**config.mk**
```make
export PLATFORM = sky130hd
export DESIGN_NAME = dmem_arbiter
export DESIGN_NICKNAME = d
export VERILOG_FILES = /design/src/rtl/dmem_arbiter.sv
export SDC_FILE = /design/constraint.sdc
export NUM_CORES = 1
export LEC_CHECK = 0
export ABC_AREA = 1
export CORE_MARGIN = 3
export CORE_UTILIZATION = 48
export DETAILED_ROUTE_END_ITERATION = 7
export GPL_TIMING_DRIVEN = 0
export PLACE_DENSITY = 0.87
export SYNTH_ARGS = -nofsm -noshare
export SYNTH_HDL_FRONTEND = slang
export SYNTH_SLANG_ARGS = --single-unit
```
**constraint.sdc**
```tcl
create_clock -name clk -period 3.9 [get_ports clk]
set_input_delay 1.17 -clock clk [delete_from_list [all_inputs] [get_ports clk]]
set_output_delay 1.17 -clock clk [all_outputs]
set_load 0.02 [all_outputs]
```
**src/rtl/dmem_arbiter.sv**
```systemverilog
// Two-port arbiter/sequencer in front of the single-ported data memory.
// Port C has fixed priority; a starvation counter forces port D through after STARVE_LIMIT C wins.
module dmem_arbiter #(
  parameter int ADDR_W       = 5,
  parameter int DATA_W       = 32,
  parameter int STARVE_LIMIT = 4
) (
  input  logic              clk,
  input  logic              rst_n,
  input  logic              c_req,
  input  logic              c_we,
  input  logic [ADDR_W-1:0] c_addr,
  input  logic [DATA_W-1:0] c_wdata,
  output logic              c_gnt,
  output logic              c_rvalid,
  output logic [DATA_W-1:0] c_rdata,
  input  logic              d_req,
  input  logic              d_we,
  input  logic [ADDR_W-1:0] d_addr,
  input  logic [DATA_W-1:0] d_wdata,
  output logic              d_gnt,
  output logic              d_rvalid,
  output logic [DATA_W-1:0] d_rdata,
  output logic              mem_wren,
  output logic [ADDR_W-1:0] mem_r_addr,
  output logic [ADDR_W-1:0] mem_w_addr,
  output logic [DATA_W-1:0] mem_w_data,
  input  logic [DATA_W-1:0] mem_r_data
);

  localparam logic [1:0] ST_IDLE   = 2'd0;
  localparam logic [1:0] ST_ACCESS = 2'd1;
  localparam logic [1:0] ST_RDATA  = 2'd2;

  localparam int CNT_W = $clog2(STARVE_LIMIT + 1);
  localparam logic [CNT_W-1:0] LIMIT_C = CNT_W'(STARVE_LIMIT);

  logic [1:0]        state_r, state_nx_s;
  logic [CNT_W-1:0]  starve_cnt_r;
  logic              port_r;
  logic              we_r;
  logic [ADDR_W-1:0] addr_r;
  logic [DATA_W-1:0] wdata_r;
  logic              c_gnt_r, d_gnt_r;
  logic              c_rvalid_r, d_rvalid_r;
  logic              mem_wren_r;
  logic [DATA_W-1:0] c_rdata_r, d_rdata_r;

  logic              guard_s, c_win_s, d_win_s, take_s;
  logic              sel_we_s;
  logic [ADDR_W-1:0] sel_addr_s;
  logic [DATA_W-1:0] sel_wdata_s;

  // Arbitration decision and selected payload for the IDLE edge
  always_comb begin
    guard_s     = d_req && (starve_cnt_r == LIMIT_C);
    c_win_s     = c_req && !guard_s;
    d_win_s     = !c_win_s && d_req;
    take_s      = (state_r == ST_IDLE) && (c_win_s || d_win_s);
    sel_we_s    = c_win_s ? c_we    : d_we;
    sel_addr_s  = c_win_s ? c_addr  : d_addr;
    sel_wdata_s = c_win_s ? c_wdata : d_wdata;
  end

  // Next-state logic
  always_comb begin
    state_nx_s = state_r;
    case (state_r)
      ST_IDLE: begin
        if (take_s) state_nx_s = ST_ACCESS;
        else        state_nx_s = ST_IDLE;
      end
      ST_ACCESS: begin
        if (we_r) state_nx_s = ST_IDLE;
        else      state_nx_s = ST_RDATA;
      end
      ST_RDATA: state_nx_s = ST_IDLE;
      default:  state_nx_s = ST_IDLE;
    endcase
  end

  // Sequencer registers; gnt/wren/rvalid are registered so they line up with ACCESS/RDATA
  always_ff @(posedge clk or negedge rst_n) begin
    if (!rst_n) begin
      state_r      <= ST_IDLE;
      starve_cnt_r <= {CNT_W{1'b0}};
      port_r       <= 1'b0;
      we_r         <= 1'b0;
      addr_r       <= {ADDR_W{1'b0}};
      wdata_r      <= {DATA_W{1'b0}};
      c_gnt_r      <= 1'b0;
      d_gnt_r      <= 1'b0;
      c_rvalid_r   <= 1'b0;
      d_rvalid_r   <= 1'b0;
      mem_wren_r   <= 1'b1;
      c_rdata_r    <= {DATA_W{1'b0}};
      d_rdata_r    <= {DATA_W{1'b0}};
    end else begin
      state_r    <= state_nx_s;
      c_gnt_r    <= 1'b0;
      d_gnt_r    <= 1'b0;
      c_rvalid_r <= 1'b0;
      d_rvalid_r <= 1'b0;
      mem_wren_r <= 1'b1;
      case (state_r)
        ST_IDLE: begin
          if (take_s) begin
            port_r     <= d_win_s;
            we_r       <= sel_we_s;
            addr_r     <= sel_addr_s;
            wdata_r    <= sel_wdata_s;
            c_gnt_r    <= c_win_s;
            d_gnt_r    <= d_win_s;
            mem_wren_r <= !sel_we_s;
          end
          // Count only C wins taken while D was waiting
          if (c_win_s && d_req) begin
            if (starve_cnt_r != LIMIT_C) starve_cnt_r <= starve_cnt_r + CNT_W'(1);
          end else begin
            starve_cnt_r <= {CNT_W{1'b0}};
          end
        end
        ST_ACCESS: begin
          if (!we_r) begin
            c_rvalid_r <= !port_r;
            d_rvalid_r <= port_r;
          end
        end
        ST_RDATA: begin
          if (c_rvalid_r) c_rdata_r <= mem_r_data;
          if (d_rvalid_r) d_rdata_r <= mem_r_data;
        end
        default: state_r <= ST_IDLE;
      endcase
    end
  end

  assign c_gnt      = c_gnt_r;
  assign d_gnt      = d_gnt_r;
  assign c_rvalid   = c_rvalid_r;
  assign d_rvalid   = d_rvalid_r;
  assign c_rdata    = c_rvalid_r ? mem_r_data : c_rdata_r;
  assign d_rdata    = d_rvalid_r ? mem_r_data : d_rdata_r;
  assign mem_wren   = mem_wren_r;
  assign mem_r_addr = addr_r;
  assign mem_w_addr = addr_r;
  assign mem_w_data = wdata_r;

endmodule
```
==> results.txt, run 1 <==
----------------------------------------------------
[Setup path]
  Crit-path leading delay family ... buffers and inverters
  Crit path top cell by count ... clkdlybuf4s50_1
  Capture instance of the worst register-to-register path ... mem_r_addr[0]
  Worst path slowest cell ... clkdlybuf4s50_1
  Required time at the worst-slack endpoint ... about 2700 ps
  Largest stage delay on the critical path ... around 700 ps
  Worst-path fanout max ... 2
  R2r worst-path depth ... 8
  Crit path cell chain ... clkdlybuf4s50_1 -> nand2_1 -> o21ai_0 -> clkdlybuf4s50_1
  Worst reg2reg path startpoint ... starve_cnt_r[0]
  Critical path class ... in2out
  Sort of element at the start of the critical path ... primary input
  Worst path arrival time ... about 2600 ps
  Endpoint class of the critical path ... output port
  R2R Setup Slk ... roughly 2300 ps
  Buffer and inverter count on the worst path ... 2

[Synthesis]
  Sequential share of the synthesized area ... between 40% and 50%
  EDFF count, synth ... 0
  Post-Synthesis Cell Area ... 5750 sq um
  Mux share of post-synthesis cell area ... 0%
  Share of flip-flops with an asynchronous set or reset after synthesis ... 100%
  Main combinational cell family by area after synthesis ... simple AND/OR/NAND/NOR gates
  Commonest register cell after synthesis ... dfrtp_1
  Post-Syn Nets ... between 900 and 1000
  Share of synthesized cell area in and, or, nand and nor gates ... 24.2%
  Area fraction in compound gates after synthesis ... 11.5%
  Post-synthesis share of cell area spent on xor and xnor gates ... 0%
  Post-Synthesis Mean Instance Area ... roughly 7.3 sq um
  Number of flip-flops and latches in the synthesized netlist ... about 110
  Number of distinct library cells after synthesis ... 20
  Cells after synthesis ... ~790
  YS warnings ... 0
  Post-synthesis adder-cell area fraction ... less than 1%

[STA]
  Final clock skew ... roughly 7.6 ps
  Setup repair after global routing missed its margin ... false
  Number of hold-slack violations in the final timing report ... 0
  Number of max-slew violations in the final report ... 0
  Count of final setup violators ... 0
  Final critical-path setup slack ... approximately 130 ps
  Post-layout min period ... roughly 3800 ps
  Hold slack ... ~440 ps
  Max Clk Rate ... ~0.27 GHz
  Worst max-slew margin expressed relative to the limit ... between 60% and 70%
  Pin slew with the least headroom to its limit ... slightly below 500 ps
  Share of the clock period used by the worst path after layout ... ~97%

[Clock network]
  CTS tree ... yes
  Number of post-CTS setup repair buffers ... 0
  Clock sinks ... about 110
  Worst-skew pair later-pin latency ... ~400 ps
  Post-CTS Resized ... 0
  Hold buffer count at CTS ... 0
  Inserted Clock Buffers ... 17
  H-Tree Depth ... 4
  Largest buffer count on any clock path ... 2
  Clock transition time at the flip-flop clock pins of the worst setup and hold paths ... around 50 ps
  Master cell of the clock root buffer ... clkbuf_16

[Final layout]
  Syn-to-layout area delta ... 51.4%
  Area used by multi-input combinational logic ... ~2100 sq um
  Filler cell count ... around 870
  Sequential cell area in the final layout ... roughly 2800 sq um
  Share of layout cells above drive strength 1 ... under 10%
  Inserted Diodes ... 0
  Final net count ... between 1000 and 1500

[Floorplanning]
  Floorplan Core Area ... ~12000 sq um
  Area of the die ... 13300 sq um
  Effective utilization at floorplan ... about 50%
  Die Y-Extent ... 115 microns
  Row count ... 39
  Top-level port count ... ~220
  Die width ... around 120 microns

[Power and ir drop]
  Power per cell area ... roughly 800 nW/um^2
  Peak VDD IR ... 0.473 mV
  Design Power ... slightly below 7 mW
  Static leakage ... about 4.2 nW

[Placement]
  Detailed placement HPWL ... roughly 13000 microns
  Worst slack, placed ... ~170 ps
  Buffers added on ports ... roughly 220
  Routability Congestion ... about 0.82

[Route]
  Number of vias after detailed routing ... between 5000 and 6000
  Detailed Routing Iterations Pass 1 ... 5
  Post-DR wirelength/cell ... around 15 microns
  Number of routed nets with antenna violations ... 0
  Count of routing violations after the opening detailed-route iteration ... 397
  Mean number of vias per cell ... between 5 and 6
  DRC ... 0
  Total wire length after detailed routing ... 17200 microns

[GRT]
  Number of global-route vias before repair ... approximately 5700
  Global-route wire length before repair ... 27500 microns
  Pin count of the biggest net entering global routing ... 97
  GRT Residual Overflow ... 0
  Antenna violations before repair ... 0
  GRT Overall Usage ... roughly a quarter

[Worst hold path]
  Min-Delay Path Depth ... 1
  Start point of the worst hold path ... port_r
  Type of the tightest min-delay check ... reg2reg
  Hold path endpoint ... c_rvalid

[Run status]
  Result of the run ... completed

[Run]
  Max-capacitance violation count ... 0

----------------------------------------------------
==> synth_stat cells (all sizes together), types with 2 or more instances <==
library cell	n	share of area [%]
nor3	2	0.17
nand3	79	6.9
buf	42	4.2
o21ai	130	11
inv	148	9.7
nand2	253	17
ha	2	0.44
dfrtp	112	49
nor2	7	0.50
clkbuf	12	0.78
==> layout by cell type, fill, tap and decap left out <==
cell and instances:
inv_1 146, buf_1 2, a21oi_1 1, nand3_1 79
o21ai_0 126, buf_16 1, nand4_1 1, nor3_1 2
nand2_1 253, bufinv_16 1, clkdlybuf4s50_1 220, ha_1 2
clkinv_2 5, buf_6 4, dfstp_2 1, nor2_1 6
clkbuf_1 13, clkbuf_8 3, buf_2 31, o21ai_1 4
clkbuf_16 17, clkinvlp_4 1, nor2_2 1, buf_4 6
inv_2 2, o22ai_1 1, dfrtp_1 112
==> layer usage <==
| layer | wire [microns] | GRT usage, % |
|---|---|---|
| met5 | 0 | 0 |
| met4 | 284 | 7.20 |
| met3 | 1800 | 9.50 |
| met2 | 8500 | 44.7 |
| met1 | 6580 | 30.9 |
==> report_power, final <==
group	total, mW	switching [mW]	internal (mW)
logic	3.69	2.15	1.54
registers	1.86	0.211	1.65
clock network	1.40	0.495	0.904
total	6.95	2.85	4.10
==> layout make-up <==
class	instances	share of cell area, %
plain buffers	54	3.29
clock buffers	21	5.41
clock inverters	7	0.719
inverters	148	6.38
multi-input cells	476	23.9
flip-flops and latches	113	32.5
well taps	143	2.06
repair buffers	222	25.8
==> worst max path at each step <==
stage	from	cells past startpoint	to	slack, ps
after floorplan	mem_r_data[31]	2	d_rdata[31]	1270
final	mem_r_data[30]	4	d_rdata[30]	130
after global placement	rst_n	1	mem_w_data[10]	-2680
after CTS	mem_r_data[30]	4	d_rdata[30]	170
after detailed placement	mem_r_data[30]	4	d_rdata[30]	170
after global routing	mem_r_data[30]	4	d_rdata[30]	80
==> sequential cells by signal (all words and copies together), names as in the netlist <==
signal and flops:
mem_w_data 32, d_rdata_r 32, c_gnt 1, port_r 1
c_rvalid 1, state_r 2, starve_cnt_r 3, d_rvalid 1
mem_wren 1, d_gnt 1, mem_r_addr 5, we_r 1
c_rdata_r 32
==> logic make-up after synthesis <==
group,count (synthesis)
and+or+nand+nor,342
buffers and inverters,202
adders and majority gates,2
AOI/OAI and AO/OA,132
DFF,113
==> metrics by stage <==
step | util, % | setup TNS, ps | cells | cell area (sq um)
2_1_floorplan | - | 0 | 791 | 5750
3_3_place_gp | 70.4 | -300990 | 1155 | 8140
3_5_place_dp | 70.6 | 0 | 1156 | 8170
4_1_cts | 75.2 | 0 | 1184 | 8700
5_1_grt | 75.2 | 0 | 1184 | 8700
6_report | 75.2 | 0 | 1184 | 8700
Power figures use the tool's default switching activity.
==> run 2: changes to the inputs <==
- MAX_ROUTING_LAYER: unset -> met4
- PLACE_DENSITY: 0.87 -> unset
- PLACE_DENSITY_LB_ADDON: unset -> 0.25
==> run 2 against run 1 <==
Cell area rose by 0.95%. Core utilization rose by 0.71 points. Total power rose by 2.3%. Clock power rose by 14%. Non-clock buffer count did not move. Cell count rose by 0.34%. Routed wire length fell by 3.5%. Register-to-register slack barely moved. Critical endpoint is now c_rdata[30]. Sequential power barely moved. Via count fell by 1.5%.
==> results.txt, run 2 (synthesis gave the netlist of run 1 again) <==
----------------------------------------------------
[GRT]
  Global routing met2 resource utilization ... 42.5% (-2.2 points)
  Busiest layer in global routing ... met2
  Met3 track demand over resource in global routing ... 5.80% (-3.7 points)
  GRT Residual Overflow ... 0 (unchanged)
  Global-route wire length before repair ... 26900 microns (-2.1%)
  Pin count of the biggest net entering global routing ... 78 (-20%)
  Grt met1 use ... 33.6% (+2.7 points)
  Number of global-route vias before repair ... 5570 (-2.2%)
  Antenna violations before repair ... 0 (unchanged)
  GRT Overall Usage ... 26.6% (+0.55 points)

[Placement]
  Detailed placement HPWL ... 12400 microns (-4.0%)
  Routability Congestion ... 0.859 (+5.3%)
  Placed insts ... 1156 (unchanged)
  Buffers added on ports ... 221 (unchanged)

[Clock network]
  CTS tree ... yes
  Worst-skew pair later-pin latency ... 410 ps (about the same)
  Largest buffer count on any clock path ... 2 (unchanged)
  Inserted Clock Buffers ... 17 (unchanged)
  Post-CTS Resized ... 0 (unchanged)
  Hold buffer count at CTS ... 0 (unchanged)
  Clock transition time at the flip-flop clock pins of the worst setup and hold paths ... 50 ps (about the same)
  Number of post-CTS setup repair buffers ... 0 (unchanged)
  H-Tree Depth ... 4 (unchanged)
  Clock sinks ... 113 (unchanged)
  Master cell of the clock root buffer ... clkbuf_16

[Power and ir drop]
  Peak VDD IR ... 0.388 mV (-18%)
  Switch share ... 40.1% (-0.96 points)
  Power per cell area ... 809 nW/um^2 (+1.3%)
  Switching pwr ... 2.85 mW (-0.11%)
  Internal Dissipation ... 4.26 mW (+4.0%)
  Clock share of power ... 22.3% (+2.2 points)
  Design Power ... 7.11 mW (+2.3%)
  Static leakage ... 4.24 nW (+0.94%)
  Flop pwr share ... 26.1% (-0.7 points)
  Portion of total power attributed to combinational logic ... 51.6% (-1.5 points)

[STA]
  Number of max-slew violations in the final report ... 0 (unchanged)
  Number of hold-slack violations in the final timing report ... 0 (unchanged)
  Max Clk Rate ... 0.262 GHz (-1.2%)
  Setup repair after global routing missed its margin ... false
  Post-layout min period ... 3820 ps (+47.6 ps)
  Share of the clock period used by the worst path after layout ... 97.9% (+1.2 points)
  Final clock skew ... 5.57 ps (-1.99 ps)
  Count of final setup violators ... 0 (unchanged)
  Pin slew with the least headroom to its limit ... 471 ps (-20.6 ps)
  Hold slack ... 443 ps (-0.724 ps)
  Worst max-slew margin expressed relative to the limit ... 68.6% (+1.4 points)

[Run status]
  Result of the run ... completed

[Setup path]
  Crit path top cell by count ... clkdlybuf4s50_1
  R2r worst-path depth ... 8 (unchanged)
  End point of the critical path ... c_rdata[30]
  Crit path cell chain ... clkdlybuf4s50_1 -> nand2_1 -> o21ai_0 -> clkdlybuf4s50_1
  Endpoint class of the critical path ... output port
  Largest stage delay on the critical path ... 700 ps (about the same)
  Worst reg2reg path startpoint ... starve_cnt_r[0]
  Required time at the worst-slack endpoint ... 2730 ps (about the same)
  Worst path slowest cell ... clkdlybuf4s50_1
  Sort of element at the start of the critical path ... primary input
  Worst-path fanout max ... 2 (unchanged)
  Worst path arrival time ... 2650 ps (+50 ps)
  Capture instance of the worst register-to-register path ... mem_w_data[30]
  Origin of the worst setup path ... mem_r_data[30]
  R2R Setup Slk ... 2260 ps (about the same)
  Critical path class ... in2out

[Floorplanning]
  Effective utilization at floorplan ... 49.7% (unchanged)
  Top-level port count ... 223 (unchanged)
  Die width ... 115 microns (unchanged)
  Row count ... 39 (unchanged)
  Floorplan Core Area ... 11600 sq um (unchanged)
  Die Y-Extent ... 115 microns (unchanged)
  Area of the die ... 13300 sq um (unchanged)

[Route]
  Post-DR wirelength/cell ... 13.9 microns (-3.8%)
  Number of vias after detailed routing ... 5835 (-1.5%)
  DRC ... 0 (unchanged)
  Number of routed nets with antenna violations ... 0 (unchanged)
  Count of routing violations after the opening detailed-route iteration ... 773 (+95%)
  Detailed Routing Iterations Pass 1 ... 7 (+2)
  Total wire length after detailed routing ... 16600 microns (-3.5%)
  Mean number of vias per cell ... 4.91 (-1.8%)

[Final layout]
  Share of layout cells above drive strength 1 ... 7.37% (+0.36 points)
  Inserted Diodes ... 0 (unchanged)
  Final net count ... 1146 (unchanged)
  Non-filler cells, final ... 1188 (+0.34%)
  Syn-to-layout area delta ... 52.8%
  Most frequent standard cell in the layout excluding fill and tap cells ... nand2_1
  Commonest non-fill, non-tap cells in the layout ... nand2_1 (253), clkdlybuf4s50_1 (220), inv_1 (146), o21ai_0 (126), dfrtp_1 (112)

[Worst hold path]
  Min-Delay Path Depth ... 1 (unchanged)
  Type of the tightest min-delay check ... reg2reg

[Run]
  Max-capacitance violation count ... 0 (unchanged)

----------------------------------------------------
-- run 2: worst min path at each step --
| stage | from | slack [ps] | endpoint |
|---|---|---|---|
| floorplan | port_r | 410 | c_rvalid |
| global placement | port_r | 420 | c_rvalid |
| detailed placement | port_r | 440 | c_rvalid |
| CTS | port_r | 450 | c_rvalid |
| global route | mem_w_data[29] | 490 | mem_w_data[29] |
| finish | port_r | 440 | c_rvalid |
-- run 2: critical path: cells and delay by family --
family	cells	cell delay, ps
buffers and inverters	2	1230
AND/OR/NAND/NOR	1	70
AO/OA/AOI/OAI	1	180
-- run 2: layer usage --
| metal | routed length [microns] | part of all wire [%] |
|---|---|---|
| met5 | 0 | 0 |
| met4 | 235 | 1.4 |
| met3 | 1280 | 7.7 |
| met2 | 8050 | 49 |
| met1 | 7000 | 42 |
-- run 2: stage by stage --
stage / worst slack [ps] / utilization [%] / instance area (sq um) / TNS, ps
after floorplan: 1270 / - / 5750 / 0
after global placement: -2730 / 70.4 / 8140 / -305980
after detailed placement: 141 / 70.6 / 8170 / 0
after CTS: 135 / 75.9 / 8780 / 0
after global routing: 68.1 / 75.9 / 8780 / 0
final: 81.9 / 75.9 / 8780 / 0
-- run 2: layout make-up --
cell class / instances / area, sq um
tap: 143 / 179
multi-input combinational: 476 / 2080
fill: 902 / 2780
inverter: 148 / 556
clock buffer: 22 / 484
sequential: 113 / 2830
buffer: 54 / 287
clock inverter: 10 / 131
timing repair buffer: 222 / 2240
-- run 2: power groups by stage --
| stage | clock network [mW] | registers [mW] | logic [mW] |
|---|---|---|---|
| floorplan | 0 | 2.09 | 1.73 |
| global placement | 0 | 1.84 | 3.60 |
| detailed placement | 0 | 1.86 | 3.66 |
| CTS | 1.60 | 1.86 | 3.69 |
| global route | 1.66 | 1.90 | 4.01 |
| finish | 1.59 | 1.86 | 3.67 |
